--- src/rtl/axil_cfg_pkg.sv ---
// rtl/axil_cfg_pkg.sv - shared types and defaults for the AXI4-Lite config sequencer; verify states exist only with AXIL_CFG_WR_VERIFY_EN
package axil_cfg_pkg;

   localparam int DEF_ADDR_WIDTH = 4;
   localparam int DEF_DATA_WIDTH = 32;
   localparam int DEF_STRB_WIDTH = DEF_DATA_WIDTH / 8;

   typedef enum logic [2:0] {
      IDLE,
      WR_REQ,
      WR_RESP,
      RD_REQ,
      RD_DATA,
`ifdef AXIL_CFG_WR_VERIFY_EN
      VERIFY_REQ,
      VERIFY_DATA,
`endif
      RSP
   } seq_state_t;

   typedef struct packed {
      logic                      write;
      logic [DEF_ADDR_WIDTH-1:0] addr;
      logic [DEF_DATA_WIDTH-1:0] wdata;
      logic [DEF_STRB_WIDTH-1:0] wstrb;
   } cmd_t;

endpackage

--- src/rtl/axil_cfg_strb_cmp.sv ---
// rtl/axil_cfg_strb_cmp.sv - combinational byte-masked compare of readback data against written data
module axil_cfg_strb_cmp #(
   parameter int DATA_WIDTH = 32
) (
   input  logic [DATA_WIDTH-1:0]   rdata,
   input  logic [DATA_WIDTH-1:0]   ref_data,
   input  logic [DATA_WIDTH/8-1:0] strb,
   output logic                    mismatch
);

   // flag a mismatch if any strobed byte differs; unstrobed bytes are don't-care
   always_comb begin
      mismatch = 1'b0;
      for (int i = 0; i < DATA_WIDTH/8; i++) begin
         if (strb[i] && (rdata[8*i +: 8] != ref_data[8*i +: 8])) begin
            mismatch = 1'b1;
         end
      end
   end

endmodule

--- src/rtl/axil_cfg_sequencer.sv ---
// rtl/axil_cfg_sequencer.sv - single-outstanding AXI4-Lite master FSM; AXIL_CFG_WR_VERIFY_EN adds write readback verify
module axil_cfg_sequencer
   import axil_cfg_pkg::*;
#(
   parameter int ADDR_WIDTH = DEF_ADDR_WIDTH,
   parameter int DATA_WIDTH = DEF_DATA_WIDTH
) (
   input  logic                    ACLK,
   input  logic                    ARESETn,
   input  logic                    cmd_valid,
   output logic                    cmd_ready,
   input  logic                    cmd_write,
   input  logic [ADDR_WIDTH-1:0]   cmd_addr,
   input  logic [DATA_WIDTH-1:0]   cmd_wdata,
   input  logic [DATA_WIDTH/8-1:0] cmd_wstrb,
   output logic                    rsp_valid,
   input  logic                    rsp_ready,
   output logic [DATA_WIDTH-1:0]   rsp_rdata,
   output logic                    rsp_mismatch,
   output logic [ADDR_WIDTH-1:0]   AWADDR,
   output logic                    AWVALID,
   input  logic                    AWREADY,
   output logic [DATA_WIDTH-1:0]   WDATA,
   output logic [DATA_WIDTH/8-1:0] WSTRB,
   output logic                    WVALID,
   input  logic                    WREADY,
   input  logic                    BVALID,
   output logic                    BREADY,
   output logic [ADDR_WIDTH-1:0]   ARADDR,
   output logic                    ARVALID,
   input  logic                    ARREADY,
   input  logic [DATA_WIDTH-1:0]   RDATA,
   input  logic                    RVALID,
   output logic                    RREADY
);

   seq_state_t state;
   logic       aw_done;
   logic       w_done;
   logic       aw_hs;
   logic       w_hs;

   assign aw_hs = AWVALID & AWREADY;
   assign w_hs  = WVALID & WREADY;

`ifdef AXIL_CFG_WR_VERIFY_EN
   logic verify_mismatch;

   // AWADDR/WDATA/WSTRB are held after the write, so they double as the latched command
   axil_cfg_strb_cmp #(
      .DATA_WIDTH (DATA_WIDTH)
   ) u_strb_cmp (
      .rdata    (RDATA),
      .ref_data (WDATA),
      .strb     (WSTRB),
      .mismatch (verify_mismatch)
   );
`else
   assign rsp_mismatch = 1'b0;
`endif

   // command sequencing FSM; every output is registered so no valid depends on a ready
   always_ff @(posedge ACLK or negedge ARESETn) begin
      if (!ARESETn) begin
         state     <= IDLE;
         cmd_ready <= 1'b0;
         rsp_valid <= 1'b0;
         rsp_rdata <= '0;
         AWADDR    <= '0;
         AWVALID   <= 1'b0;
         WDATA     <= '0;
         WSTRB     <= '0;
         WVALID    <= 1'b0;
         BREADY    <= 1'b0;
         ARADDR    <= '0;
         ARVALID   <= 1'b0;
         RREADY    <= 1'b0;
         aw_done   <= 1'b0;
         w_done    <= 1'b0;
`ifdef AXIL_CFG_WR_VERIFY_EN
         rsp_mismatch <= 1'b0;
`endif
      end else begin
         case (state)
            IDLE: begin
               cmd_ready <= 1'b1;
               if (cmd_valid && cmd_ready) begin
                  cmd_ready <= 1'b0;
                  if (cmd_write) begin
                     AWADDR  <= cmd_addr;
                     WDATA   <= cmd_wdata;
                     WSTRB   <= cmd_wstrb;
                     AWVALID <= 1'b1;
                     WVALID  <= 1'b1;
                     aw_done <= 1'b0;
                     w_done  <= 1'b0;
                     state   <= WR_REQ;
                  end else begin
                     ARADDR  <= cmd_addr;
                     ARVALID <= 1'b1;
                     state   <= RD_REQ;
                  end
               end
            end
            WR_REQ: begin
               if (aw_hs) begin
                  AWVALID <= 1'b0;
                  aw_done <= 1'b1;
               end
               if (w_hs) begin
                  WVALID <= 1'b0;
                  w_done <= 1'b1;
               end
               if ((aw_done || aw_hs) && (w_done || w_hs)) begin
                  BREADY <= 1'b1;
                  state  <= WR_RESP;
               end
            end
            WR_RESP: begin
               if (BVALID && BREADY) begin
                  BREADY <= 1'b0;
`ifdef AXIL_CFG_WR_VERIFY_EN
                  ARADDR  <= AWADDR;
                  ARVALID <= 1'b1;
                  state   <= VERIFY_REQ;
`else
                  rsp_rdata <= '0;
                  rsp_valid <= 1'b1;
                  state     <= RSP;
`endif
               end
            end
            RD_REQ: begin
               if (ARVALID && ARREADY) begin
                  ARVALID <= 1'b0;
                  RREADY  <= 1'b1;
                  state   <= RD_DATA;
               end
            end
            RD_DATA: begin
               if (RVALID && RREADY) begin
                  rsp_rdata <= RDATA;
                  RREADY    <= 1'b0;
                  rsp_valid <= 1'b1;
                  state     <= RSP;
               end
            end
`ifdef AXIL_CFG_WR_VERIFY_EN
            VERIFY_REQ: begin
               if (ARVALID && ARREADY) begin
                  ARVALID <= 1'b0;
                  RREADY  <= 1'b1;
                  state   <= VERIFY_DATA;
               end
            end
            VERIFY_DATA: begin
               if (RVALID && RREADY) begin
                  rsp_rdata    <= RDATA;
                  rsp_mismatch <= verify_mismatch;
                  RREADY       <= 1'b0;
                  rsp_valid    <= 1'b1;
                  state        <= RSP;
               end
            end
`endif
            RSP: begin
               if (rsp_ready) begin
                  rsp_valid <= 1'b0;
                  cmd_ready <= 1'b1;
`ifdef AXIL_CFG_WR_VERIFY_EN
                  rsp_mismatch <= 1'b0;
`endif
                  state     <= IDLE;
               end
            end
            default: state <= IDLE;
         endcase
      end
   end

endmodule

--- config.mk ---
export PLATFORM = sky130hd
export DESIGN_NAME = axil_cfg_sequencer
export DESIGN_NICKNAME = d
export VERILOG_FILES = /design/src/rtl/axil_cfg_pkg.sv /design/src/rtl/axil_cfg_strb_cmp.sv /design/src/rtl/axil_cfg_sequencer.sv
export SDC_FILE = /design/constraint.sdc
export NUM_CORES = 1
export LEC_CHECK = 0
export BUFFER_PORTS_ARGS = -buffer_cell sky130_fd_sc_hd__buf_2
export CORE_MARGIN = 5
export CORE_UTILIZATION = 30
export DETAILED_ROUTE_END_ITERATION = 10
export GPL_ROUTABILITY_DRIVEN = 0
export GPL_TIMING_DRIVEN = 1
export PLACE_DENSITY = 0.56
export SLEW_MARGIN = 20
export SYNTH_ARGS = -nofsm -noshare
export SYNTH_HDL_FRONTEND = slang
export SYNTH_SLANG_ARGS = --single-unit
export TNS_END_PERCENT = 1
--- constraint.sdc ---
create_clock -name ACLK -period 2.4 [get_ports ACLK]
set_input_delay 0.72 -clock ACLK [delete_from_list [all_inputs] [get_ports ACLK]]
set_output_delay 0.72 -clock ACLK [all_outputs]
set_load 0.03 [all_outputs]
# Yosys cells after proc, flatten, opt, wreduce, memory -nomap -nowiden
# Cells that the tools add are included.
dict set report word_totals {
  ramBits 0
  in_bits 82
  word_cells 99
  latchBits 0
  mem_bits_ro 0
  register_bits 88
  memories 0
}
dict set report op_classes {
  n_mul 0
  n_eq_ne 15
  muxes 40
  n_bitwise 3
  n_reduce_logical 26
  n_lt_le_gt_ge 0
  n_addsub 0
  n_div 0
  n_shift 0
}
# op count
set op_table {}
lappend op_table {{two-way mux 32 bit} 2}
lappend op_table {{case mux 32 bit (2 select lines)} 1}
lappend op_table {{two-way mux 1 bit} 20}
lappend op_table {{!= test 2 bit (second input constant)} 10}
lappend op_table {{two-way mux 3 bit} 6}
lappend op_table {{case mux 3 bit (6 select lines)} 1}
lappend op_table {{case mux 1 bit (2 select lines)} 8}
lappend op_table {{AND reduction 4 bit} 4}
lappend op_table {{AND reduction 3 bit} 5}
lappend op_table {{nonzero test 2 bit} 6}
lappend op_table {{equality test 3 x 2 -> 1 bit (second input constant)} 2}
lappend op_table {{equality test 3 bit (second input constant)} 2}
lappend op_table {{AND reduction 6 bit} 1}
lappend op_table {{logical AND 1 bit} 5}
lappend op_table {{equality test 3 x 1 -> 1 bit (second input constant)} 1}
lappend op_table {{logical NOT 3 bit} 1}
lappend op_table {{case mux 1 bit (3 select lines)} 1}
lappend op_table {{nonzero test 3 bit} 1}
lappend op_table {{bitwise AND 1 bit} 2}
lappend op_table {{logical OR 1 bit} 2}
lappend op_table {{two-way mux 2 bit} 1}
lappend op_table {{AND reduction 2 bit} 1}
lappend op_table {{NOT 1 bit} 1}

# Logic depth before layout (Yosys ltp)
dict set report logic_depth {
  ltp_word 5
  depth_mapped 6
  depth_no_buf 4
}

# Worst setup path after synthesis
# No wires, ideal clock.
dict set report synth_path {
  path_type {input to register}
  from {input port BVALID}
  to {register rsp_rdata[0]}
  path_slack_ns 0.683
  required_ns 2.279
  stages 5
  arrival_time_ns 1.596
  n_path_buf 1
  cell_sequence {nand2_1 a221oi_2 o21ai_1 buf_2 a22o_1}
}
dict set report synth_between {
  elab_chain_len 3
}
# item line_no
set synth_lines {}
lappend synth_lines {{from (decl)} axil_cfg_sequencer.sv:27} ;# input logic BVALID,
lappend synth_lines {{logical AND 1 bit} axil_cfg_sequencer.sv:120} ;# if (BVALID && BREADY) begin
lappend synth_lines {{!= test 2 bit (no source line)} n/a}
lappend synth_lines {{AND reduction 3 bit (no source line)} n/a}
lappend synth_lines {{to (signal assigned)} axil_cfg_sequencer.sv:68} ;# rsp_rdata <= '0;
lappend synth_lines {{to (signal assigned)} axil_cfg_sequencer.sv:127} ;# rsp_rdata <= '0;
lappend synth_lines {{to (signal assigned)} axil_cfg_sequencer.sv:142} ;# rsp_rdata <= RDATA;
lappend synth_lines {{to (decl)} axil_cfg_sequencer.sv:18} ;# output logic [DATA_WIDTH-1:0] rsp_rdata,
# No other way between the ends.
# A chain may end at the register's enable or synchronous reset.

# Final worst setup path
dict set report layout_path {
  from {register state[1]}
  to {register rsp_rdata[23]}
}
dict set report layout_between {
  elab_chain_len 3
}
# item line_no
set layout_lines {}
lappend layout_lines {{from (decl)} axil_cfg_sequencer.sv:37} ;# seq_state_t state;
lappend layout_lines {{from (signal assigned)} axil_cfg_sequencer.sv:65} ;# state <= IDLE;
lappend layout_lines {{from (signal assigned)} axil_cfg_sequencer.sv:97} ;# state <= WR_REQ;
lappend layout_lines {{from (signal assigned)} axil_cfg_sequencer.sv:101} ;# state <= RD_REQ;
lappend layout_lines {{equality test 3 bit / equality test 3 x 2 -> 1 bit (equally long branches)} axil_cfg_sequencer.sv:84} ;# case (state)
lappend layout_lines {{!= test 2 bit (no source line) / nonzero test 2 bit (equally long branches)} n/a}
lappend layout_lines {{AND reduction 3 bit (no source line)} n/a}
# Parallel ways exist; a longest one is shown, timed or not.

==> metrics.yaml <==
overflow: 0
wl_mm: 8.80
synth_edf_count: 0
synth.ff_latch_count: 88
cp.arrival_ns: 2.28
worst_slew_pin_slew_ns: 0.511
max-cap-violations: 0
critical_path_class: "reg2reg"
clock_latency_ns: 0.34
core_um2: 11400
std_cell_rows: 39
synth.area.top_cells: "dfrtp_1 63%, mux2_1 13%, a22o_1 8.0%"
path_clk_slew_ns: 0.07
leakage_uw: 0.00248
cp_max_fo: 32
numPortBuffers: 164
finalMaxSlewViolations: 0
synth_top_area_share_pct: 62.9
die_x_um: 118
hp-class: "in2async"
die_area_um2: 13900
insertedDiodeCount: 0
synth_area_um2: 3500
syn-mean-instance-area_um2: 14.0
dpl-instance-area_um2: 4480
fillers: 1105
syn_nets: 333
numCtsBuffers: 9
outcome: "completed"
drt_first_pass_iters: 4
ant_nets: 0
start_util_pct: 30.7
synthArstFlopShare_pct: 100
drt_iter0_markers: 198
fin_setup_tns_ns: 0
required_ns: 2.68
vdd_drop_max_mv: 0.820
fin_skew_ns: 0.00610
final_area_um2: 4810
dpl.hpwl_mm: 6.52
area_growth_syn_to_layout_pct: 37.3
yosysUniqueCellTypes: 41
tritoncts: "yes"
syn-instance-count: 251
io_pins: 166
clock_sinks: 88
p_per_area_nw_per_um2: 1510
ctsHtreeMaxLevel: 3
vias_per_cell: 4.81
antenna_found_initial: 0
grtUsageTotal_pct: 12.8
cts-root-buf: "clkbuf_16"
rsz0062_at_grt: "no"
relSlewSlack_pct: 65.7
die_y_um: 118
drcViolationCount: 0
ctsResizeCount: 0
postCtsHoldBufs: 0
ys.flop_type: "dfrtp_1"
clockBufferDepth: 2
ys.warnings.count: 0
synth.largest_area_cell: "dfrtp_1"
grt_pass1_wl_mm: 14.3
first_global_vias: 2732
vias: 2715
hold_viol: 0
end_kind: "flop"
max_freq_mhz: 501
ys_seq_area_share_pct: 62.9
cts_setup_buffers: 0
fin_nets: 499
grt_start_max_net_pins: 39
power_uw: 7240
wire_per_inst_um: 15.6
finalSetupViolations: 0
finalCriticalPeriod_ns: 2.00
period_share_pct: 83.2
startpoint_type: "flop"
drive_above_1_share_pct: 46.7
critical path, cell delays in order, from the launching register on:
cell	delay [ns]
dfrtp_1	0.56
nor2b_2	0.28
a221oi_2	0.38
and2_1	0.18
buf_4	0.32
a22o_1	0.21
cells in the final DEF, fill, tap and decap left out, types with 2 or more instances in the layout:
cell and count:
a21oi_1 9, a22o_1 32, a22oi_1 2, a41oi_1 2
buf_12 2, buf_2 163, buf_4 6, bufinv_16 2
clkbuf_16 9, clkinvlp_4 2, dfrtp_1 88, inv_1 3
inv_6 2, mux2_1 42, mux2_2 2, nand2_1 17
nand3_1 2, nand4_1 2, nor2_1 6, nor2b_2 2
o21ai_0 3
final cells by class:
cell class / count / area [µm²] / area share, %
flip-flops and latches: 88 / 2200 / 45.8
multi-input cells: 143 / 1190 / 24.7
repair buffers: 171 / 901 / 18.7
clock buffers: 9 / 225 / 4.68
well taps: 143 / 179 / 3.72
clock inverters: 7 / 101 / 2.11
inverters: 4 / 15.0 / 0.312
flip-flops by register name, indices dropped and copies added, names as in the netlist, 3 cells and up:
signal and count:
ARADDR 4, AWADDR 4, WDATA 32, WSTRB 4
rsp_rdata 32, state 3
Yosys cell counts (2+ instances only):
master	n
a21oi_1	9
a22o_1	32
a22oi_1	2
a41oi_1	2
buf_2	8
buf_6	4
clkbuf_1	3
dfrtp_1	88
inv_1	3
mux2_1	42
mux2_2	2
nand2_1	17
nand3_1	2
nand4_1	2
nor2_1	6
nor2b_2	2
o21ai_0	3
power by group:
group	leakage (µW)	internal, µW	total, µW	switching [µW]
sequential	0.00109	2130	2540	411
combinational	0.00123	1080	3190	2110
clock	0.000153	920	1510	590
total	0.00248	4130	7240	3110
worst paths after layout:
| kind | startpoint | end | slack [ns] | depth (start not counted) |
|---|---|---|---|---|
| min in group ACLK | ARADDR[1] | ARADDR[1] | 0.48 | 1 |
| setup reg to reg | state[1] | rsp_rdata[23] | 0.40 | 5 |
| setup / recovery | state[1] | rsp_rdata[23] | 0.40 | 5 |
| hold reg to reg | ARADDR[1] | ARADDR[1] | 0.48 | 1 |
| max in group asynchronous | ARESETn | rsp_rdata[13] | 1.46 | 2 |
| hold / removal | ARESETn | WDATA[26] | 0.26 | 1 |
logic make-up (layout without fill, tap and decap cells):
| group | Yosys count | count (layout) | synth area share [%] |
|---|---|---|---|
| flip-flops | 88 | 88 | 62.9 |
| AO/OA/AOI/OAI | 60 | 60 | 13.5 |
| multiplexers | 45 | 45 | 14.4 |
| AND/OR/NAND/NOR | 37 | 37 | 5.68 |
| buffers and inverters | 20 | 191 | 3.39 |
| other | 1 | 1 | 0.107 |
routing by layer:
metal / part of all wire [%] / up-vias / wire (µm) / global-route usage (%)
met5: 0 / - / 0 / 0
met4: 0.89 / 0 / 78 / 4.09
met3: 8.8 / 8 / 778 / 5.57
met2: 50 / 124 / 4370 / 20.4
met1: 41 / 1331 / 3570 / 15.5
li1: - / 1252 / - / -
stage by stage:
stage / std cells / worst slack [ns] / hold WS [ns] / utilization [%]
2_1_floorplan: 251 / 0.683 / 0.424 / -
3_3_place_gp: 549 / 0.401 / 0.468 / 39.3
3_5_place_dp: 549 / 0.364 / 0.472 / 39.3
4_1_cts: 565 / 0.414 / 0.254 / 42.1
5_1_grt: 565 / 0.236 / 0.271 / 42.1
6_report: 565 / 0.403 / 0.264 / 42.1
Power figures use the tool's default switching activity.
